[src/rtl/cordic_alg_block.sv]
// One registered micro-rotation stage of a rotation-mode CORDIC; chain stages with ITER = 0..N-1.
// Optional build macro: CORDIC_SAT_EN (saturate X/Y on overflow instead of wrapping).
module cordic_alg_block #(
  parameter int DATA_WIDTH = 20,
  parameter int PHI_WIDTH  = 19,
  parameter int ITER       = 0
) (
  input  logic                         clk,
  input  logic                         rst,
  input  logic                         enable,
  input  logic                         data_in,
  input  logic signed [DATA_WIDTH-1:0] X_in,
  input  logic signed [DATA_WIDTH-1:0] Y_in,
  input  logic        [PHI_WIDTH-1:0]  phi_veer_in,
  output logic signed [DATA_WIDTH-1:0] X_out,
  output logic signed [DATA_WIDTH-1:0] Y_out,
  output logic        [PHI_WIDTH-1:0]  phi_veer_out,
  output logic                         done
);

  // atan(2^-i) in degrees, Q.12, fixed at elaboration
  function automatic int unsigned atan_const(input int iter);
    case (iter)
      0:       atan_const = 32'd184320;
      1:       atan_const = 32'd108810;
      2:       atan_const = 32'd57492;
      3:       atan_const = 32'd29184;
      4:       atan_const = 32'd14649;
      5:       atan_const = 32'd7331;
      6:       atan_const = 32'd3667;
      7:       atan_const = 32'd1833;
      8:       atan_const = 32'd917;
      9:       atan_const = 32'd458;
      10:      atan_const = 32'd229;
      11:      atan_const = 32'd115;
      12:      atan_const = 32'd57;
      13:      atan_const = 32'd29;
      14:      atan_const = 32'd14;
      15:      atan_const = 32'd7;
      default: atan_const = 32'd0;
    endcase
  endfunction

  function automatic logic [DATA_WIDTH-1:0] sat_fit(input logic [DATA_WIDTH:0] s);
    if (s[DATA_WIDTH] != s[DATA_WIDTH-1]) begin
      sat_fit = s[DATA_WIDTH] ? {1'b1, {(DATA_WIDTH-1){1'b0}}} : {1'b0, {(DATA_WIDTH-1){1'b1}}};
    end else begin
      sat_fit = s[DATA_WIDTH-1:0];
    end
  endfunction

  localparam int unsigned          ATAN_A = atan_const(ITER);
  localparam logic [PHI_WIDTH:0]   A_EXT  = (PHI_WIDTH+1)'(ATAN_A);

  logic signed [DATA_WIDTH-1:0] x_sh_s, y_sh_s;
  logic        [DATA_WIDTH:0]   x_ext_s, y_ext_s, xs_ext_s, ys_ext_s, x_sum_s, y_sum_s;
  logic        [PHI_WIDTH:0]    mag_ext_s, phi_tc_s, phi_abs_s;
  logic                         cw_s;
  logic signed [DATA_WIDTH-1:0] x_d, y_d, x_q, y_q;
  logic        [PHI_WIDTH-1:0]  phi_d, phi_q;
  logic                         done_d, done_q;

  // -0 has a zero magnitude and therefore rotates counter-clockwise like +0
  always_comb begin
    x_sh_s    = X_in >>> ITER;
    y_sh_s    = Y_in >>> ITER;
    x_ext_s   = {X_in[DATA_WIDTH-1], X_in};
    y_ext_s   = {Y_in[DATA_WIDTH-1], Y_in};
    xs_ext_s  = {x_sh_s[DATA_WIDTH-1], x_sh_s};
    ys_ext_s  = {y_sh_s[DATA_WIDTH-1], y_sh_s};
    mag_ext_s = {2'b00, phi_veer_in[PHI_WIDTH-2:0]};
    cw_s      = phi_veer_in[PHI_WIDTH-1] & (|phi_veer_in[PHI_WIDTH-2:0]);
    if (cw_s) begin
      x_sum_s  = x_ext_s + ys_ext_s;
      y_sum_s  = y_ext_s - xs_ext_s;
      phi_tc_s = A_EXT - mag_ext_s;
    end else begin
      x_sum_s  = x_ext_s - ys_ext_s;
      y_sum_s  = y_ext_s + xs_ext_s;
      phi_tc_s = mag_ext_s - A_EXT;
    end
    if (phi_tc_s[PHI_WIDTH]) begin
      phi_abs_s = -phi_tc_s;
    end else begin
      phi_abs_s = phi_tc_s;
    end
    // sign comes from the two's-complement result, so a zero result is always +0
    phi_d  = {phi_tc_s[PHI_WIDTH], phi_abs_s[PHI_WIDTH-2:0]};
    done_d = data_in;
`ifdef CORDIC_SAT_EN
    x_d = sat_fit(x_sum_s);
    y_d = sat_fit(y_sum_s);
`else
    x_d = x_sum_s[DATA_WIDTH-1:0];
    y_d = y_sum_s[DATA_WIDTH-1:0];
`endif
  end

`ifndef CORDIC_SAT_EN
  logic unused_carry_s;
  assign unused_carry_s = x_sum_s[DATA_WIDTH] ^ y_sum_s[DATA_WIDTH];
`endif
  logic unused_phi_s;
  assign unused_phi_s = ^phi_abs_s[PHI_WIDTH:PHI_WIDTH-1];

  // Output registers; enable low holds every register, done included
  always_ff @(posedge clk or posedge rst) begin
    if (rst) begin
      x_q    <= '0;
      y_q    <= '0;
      phi_q  <= '0;
      done_q <= 1'b0;
    end else if (enable) begin
      x_q    <= x_d;
      y_q    <= y_d;
      phi_q  <= phi_d;
      done_q <= done_d;
    end
  end

  assign X_out        = x_q;
  assign Y_out        = y_q;
  assign phi_veer_out = phi_q;
  assign done         = done_q;

endmodule

[config.mk]
export PLATFORM = sky130hd
export DESIGN_NAME = cordic_alg_block
export DESIGN_NICKNAME = d
export VERILOG_FILES = /design/src/rtl/cordic_alg_block.sv
export SDC_FILE = /design/constraint.sdc
export NUM_CORES = 1
export LEC_CHECK = 0
export ABC_AREA = 1
export CORE_MARGIN = 2
export CORE_UTILIZATION = 35
export DETAILED_ROUTE_END_ITERATION = 8
export GPL_TIMING_DRIVEN = 0
export SETUP_SLACK_MARGIN = 0.05
export SKIP_CTS_REPAIR_TIMING = 1
export SYNTH_ARGS = -nofsm -noshare
export SYNTH_HDL_FRONTEND = slang
export SYNTH_SLANG_ARGS = --single-unit
[constraint.sdc]
create_clock -name clk -period 2.7 [get_ports clk]
set_input_delay 0.675 -clock clk [delete_from_list [all_inputs] [get_ports clk]]
set_output_delay 0.675 -clock clk [all_outputs]
set_load 0.02 [all_outputs]
# Yosys cells after proc, flatten, opt, wreduce, memory -nomap -nowiden
# Cells that the tools add are included.
# totals
reg_bits	60
output_inout_bits	60
wordCells	16
input_bits	63
# op_classes
n_bitwise	1
reduce_logical	1
n_addsub	6
n_mux	4
# ops
cell	count
2-to-1 mux 20 bit	3
subtractor 20 bit	2
adder 20 bit	1
subtractor 18 x 18 -> 19 bit (first input constant)	1
subtractor 18 x 18 -> 19 bit (second input constant)	1
2-to-1 mux 18 bit	1
negation 18 bit	1
OR reduction 18 bit	1
AND 1 bit	1

# Longest topological paths before layout
# depth
depth_word	5
mapped_depth	17
depth_no_buf	17

# Worst setup path before layout
# OpenSTA, ideal clock, no wires.
# synth_timing
path_kind	in2reg
startpoint	input X_in[2]
endpoint	register x_q[12], in the netlist X_out[12]
t_arrival_ps	2318
required_ps	2574
slack_ps	256
path_stages	14
setup_time_ps	126
path_buffers	1
cell_sequence	inv_1 -> ha_1 -> buf_6 -> inv_2 -> a21oi_1 -> o21ai_0 -> nand2_1 -> nand2_1 -> nand2_1 -> nand2_1 -> a21oi_1 -> or2_2 -> a21oi_1 -> o21ai_0
# synth_via
elab_chain_len	2
word_cells_on_any_way	3
cone_classes	add/sub (2); mux (1)
# synth_rtl
item	line	source
start: declaration	12	input logic signed [DATA_WIDTH-1:0] X_in,
subtractor 20 bit or adder 20 bit (tied branches)	78, 74	
2-to-1 mux 20 bit *	73	if (cw_s) begin
end signal: assignment	109	x_q <= '0;
end signal: assignment	114	x_q <= x_d;
end: declaration	59	logic signed [DATA_WIDTH-1:0] x_d, y_d, x_q, y_q;
# Mark *: on every way between the ends. The rest lies on a longest branch, timed or not.
# A chain may end at the register's enable or synchronous reset.

# Worst setup path after layout
# layout_timing
startpoint	input X_in[13]
endpoint	register y_q[17], in the netlist Y_out[17]
# layout_via
elab_chain_len	2
word_cells_on_any_way	3
cone_classes	add/sub (2); mux (1)
# layout_rtl
item	line	source
adder 20 bit or subtractor 20 bit (tied branches)	79, 75	
2-to-1 mux 20 bit *	73	
end signal: assignment	115	y_q <= y_d;
end: declaration	59	
# Marks and branches as above.

==> impl_metrics.csv <==
group,metric,value,unit
outcome,status,"complete, no violations",
layout,final_util,50.4,%
critical_path,crit_path_end_kind,"flip-flop",
critical_path,worstSetupPathType,"input pin to flip-flop",
yosys,ys_warn_count,0,
global_route,grt_util_met3,2.19,%
critical_path,slowest_delay,0.50,ns
critical_path,cp_slowest_cell,"clkdlybuf4s50_1",
critical_path,r2r_setup_slack,1.94,ns
yosys,synth_seq_cells,59,
yosys,synth-edff-count,0,
layout,antennaDiodeCount,0,
detailed_routing,drt_iter0_markers,453,
detailed_routing,wl_per_cell,15.7,um
critical_path,cp-startpoint,"X_in[13]",
critical_path,path_buf_inv,3,
sta,finalMaxSlewViolations,0,
global_route,use_met2,38.5,%
clock_network,clockBufferDepth,2,
clock_network,cts_num_sinks,59,
clock_network,clk_latency,0.33,ns
global_route,grt_pass1_wl,36200,um
critical_path,path_max_fanout,7,
power,leakagePower,4.93,nW
global_route,grt_max_degree,39,
power,p_per_area,461,nW/um^2
yosys,synth_flop_cell,"dfrtp_1",
place,dp.final_hpwl,19300,um
floorplan,rows,51,
floorplan,die_area,20900,um^2
sta,finalHoldViolCount,0,
layout,nFillCells,2016,
clock_network,path_clk_slew,0.05,ns
yosys,yosysTopAreaCell,"dfrtp_1",
critical_path,critPathTopFamily,"simple AND/OR/NAND/NOR gates",
detailed_routing,routed-via-count,7552,
layout,regArea,1480,um^2
sta,rsz0062_at_grt,"true",
global_route,grt_pass1_vias,6929,
place,place_ws,-0.965,ns
clock_network,cts_buffers,9,
place,dp.cells,1465,
critical_path,crit_arrival,2.81,ns
min_path,min_path_type,"flip-flop to flip-flop",
detailed_routing,firstDrtPassIters,5,
floorplan,die_h,144,um
layout,nNetsFinal,1370,
sta,skew,0,ns
critical_path,r2r_cells,2,
yosys,ys_seq_area_share,21.4,%
floorplan,fp.dieW,144,um
yosys,synth_common_cells,"nand2_1 (297), inv_1 (131), a21oi_1 (89)",
global_route,gr-usage-all-layers,22.4,%
critical_path,cp_common_cell,"nand2_1",
sta,worst_pin_slew,0.617,ns
global_route,busiest_layer,"met2",
sta,fin_crit,2.59,ns
yosys,synth.most_common_cell,"nand2_1",
critical_path,worstPathCellList,"clkdlybuf4s50_1, inv_1, ha_4, inv_2, nand2_2, nor4_4, nand4_1, nand3_1, nand2_1, nand3_1, o21ai_1, nand2_1, nand2_1",
critical_path,crit_required,2.92,ns
place,gp_congestion,0.999,
layout,finalNonFillerCells,1513,
layout,postLayoutCellArea,9780,um^2
floorplan,io_pins,123,
yosys,syn_inst,1080,
yosys,synthArstFlopShare,100,%
clock_network,clock-root-buffer,"clkbuf_16",
global_route,gr-total-overflow,0,
yosys,ys_top_cells_by_area,"dfrtp_1 (21%), nand2_1 (16%), ha_1 (11%)",
detailed_routing,drcViolationCount,0,
yosys,syn_nets,1207,
global_route,grt_use_met1,29.1,%
sta,hold_ws,0.480,ns
sta,setup_tns,0,ns
floorplan,core-area,19400,um^2
layout,area.growth.synth_to_final,41.6,%
critical_path,r2r-end,"phi_veer_out[2]$_DFFE_PP0P_",
critical_path,crit_end,"Y_out[17]$_DFFE_PP0P_",
critical_path,crit_cells,13,
sta,worst_slack,0.113,ns
critical_path,regToRegStartpoint,"phi_veer_out[2]$_DFFE_PP0P_",
layout,multi_input_area,5240,um^2
yosys,synth.top_cell.area_share,21.4,%
global_route,grt_antenna_before_repair,0,
min_path,hold_path.startpoint,"phi_veer_out[1]$_DFFE_PP0P_",
sta,finalSetupViolCount,0,
sta,max_slew_margin,58.8,%
detailed_routing,routed_wl,23800,um
place,io_buffer_count,119,
yosys,synth_area,6910,um^2
clock_network,cts_htree_levels,3,
yosys,avgSynthCellArea,6.40,um^2
power,p_total,4.51,mW
yosys,netlist-cell-type-count,48,
place,placed_area,8450,um^2
sta,max_freq,387,MHz
floorplan,initial_utilization,35.6,%
detailed_routing,drt-vias-per-instance,4.99,
layout,layout-drive-gt1-share,19.3,%
detailed_routing,route.antenna.remaining_nets,0,
critical_path,cp-start-kind,"input pin",
job,maxCapViolCount,0,
power,peakVddDrop,0.294,mV
sta,final.period_utilization,95.8,%
clock_network,cts_tree,"done",
-- layout make-up --
class,instances,share of cell area [%]
buffer,42,3.33
multi-input combinational,840,53.6
timing repair buffer,154,15.8
inverter,137,5.45
sequential,59,15.1
tap,265,3.39
clock inverter,4,0.742
clock buffer,12,2.62
-- metal layers --
| layer | routed length [um] | vias to the layer above |
|---|---|---|
| met5 | 0 | - |
| met4 | 551 | 0 |
| met3 | 998 | 30 |
| met2 | 11600 | 204 |
| met1 | 10600 | 3515 |
| li1 | - | 3803 |
-- power breakdown --
group | internal, mW | total, mW | switching [mW]
registers | 1.03 | 1.13 | 0.0973
logic | 0.869 | 2.12 | 1.25
clock network | 0.856 | 1.26 | 0.403
-- cells by family (layout without fill, tap and decap cells) --
kind of cell    Yosys count  count (layout)  share of synthesized area, %
xor+xnor                 47              47                          5.96
buf+inv                 181             349                          11.1
flops                    59              59                          21.4
simple gates            520             520                          32.6
compound gates          209             209                          17.1
fa+ha+maj                64              64                          11.9
-- worst min path at each step --
| stage | endpoint | depth (start not counted) |
|---|---|---|
| 6_report | phi_veer_out[1]$_DFFE_PP0P_ | 2 |
| 3_3_place_gp | Y_out[15]$_DFFE_PP0P_ | 2 |
| 4_1_cts | X_out[3]$_DFFE_PP0P_ | 2 |
| 2_1_floorplan | done$_DFFE_PP0P_ | 2 |
| 5_1_grt | Y_out[17]$_DFFE_PP0P_ | 2 |
| 3_5_place_dp | X_out[3]$_DFFE_PP0P_ | 2 |
-- tightest hold or removal path: cells and delay by family, from the launching register on --
kind	cells	cell delay, ns
flops	1	0.34
simple gates	1	0.05
compound gates	1	0.06
-- placed cells by master (no fill, tap or decap), types with 14 or more instances in the layout --
cell / netlist / final
a21oi_2: 1 / 23
nand2_2: 10 / 25
xor2_1: 41 / 37
nand3_1: 81 / 75
a21oi_1: 89 / 62
buf_4: 4 / 40
clkdlybuf4s50_1: 0 / 86
o21ai_0: 60 / 45
nor2_1: 82 / 67
inv_1: 131 / 115
dfrtp_1: 59 / 59
dlymetal6s2s_1: 0 / 32
inv_2: 4 / 14
nor2_2: 8 / 16
o21ai_1: 12 / 17
nand2_1: 297 / 279
a31oi_1: 14 / 14
ha_1: 61 / 50
buf_6: 6 / 15
-- flip-flops by register name, indices dropped and copies added, names as in the netlist --
register and count:
phi_veer_out 19, done 1, X_out 20, Y_out 19
No activity file was read; power rests on OpenSTA's default activity.
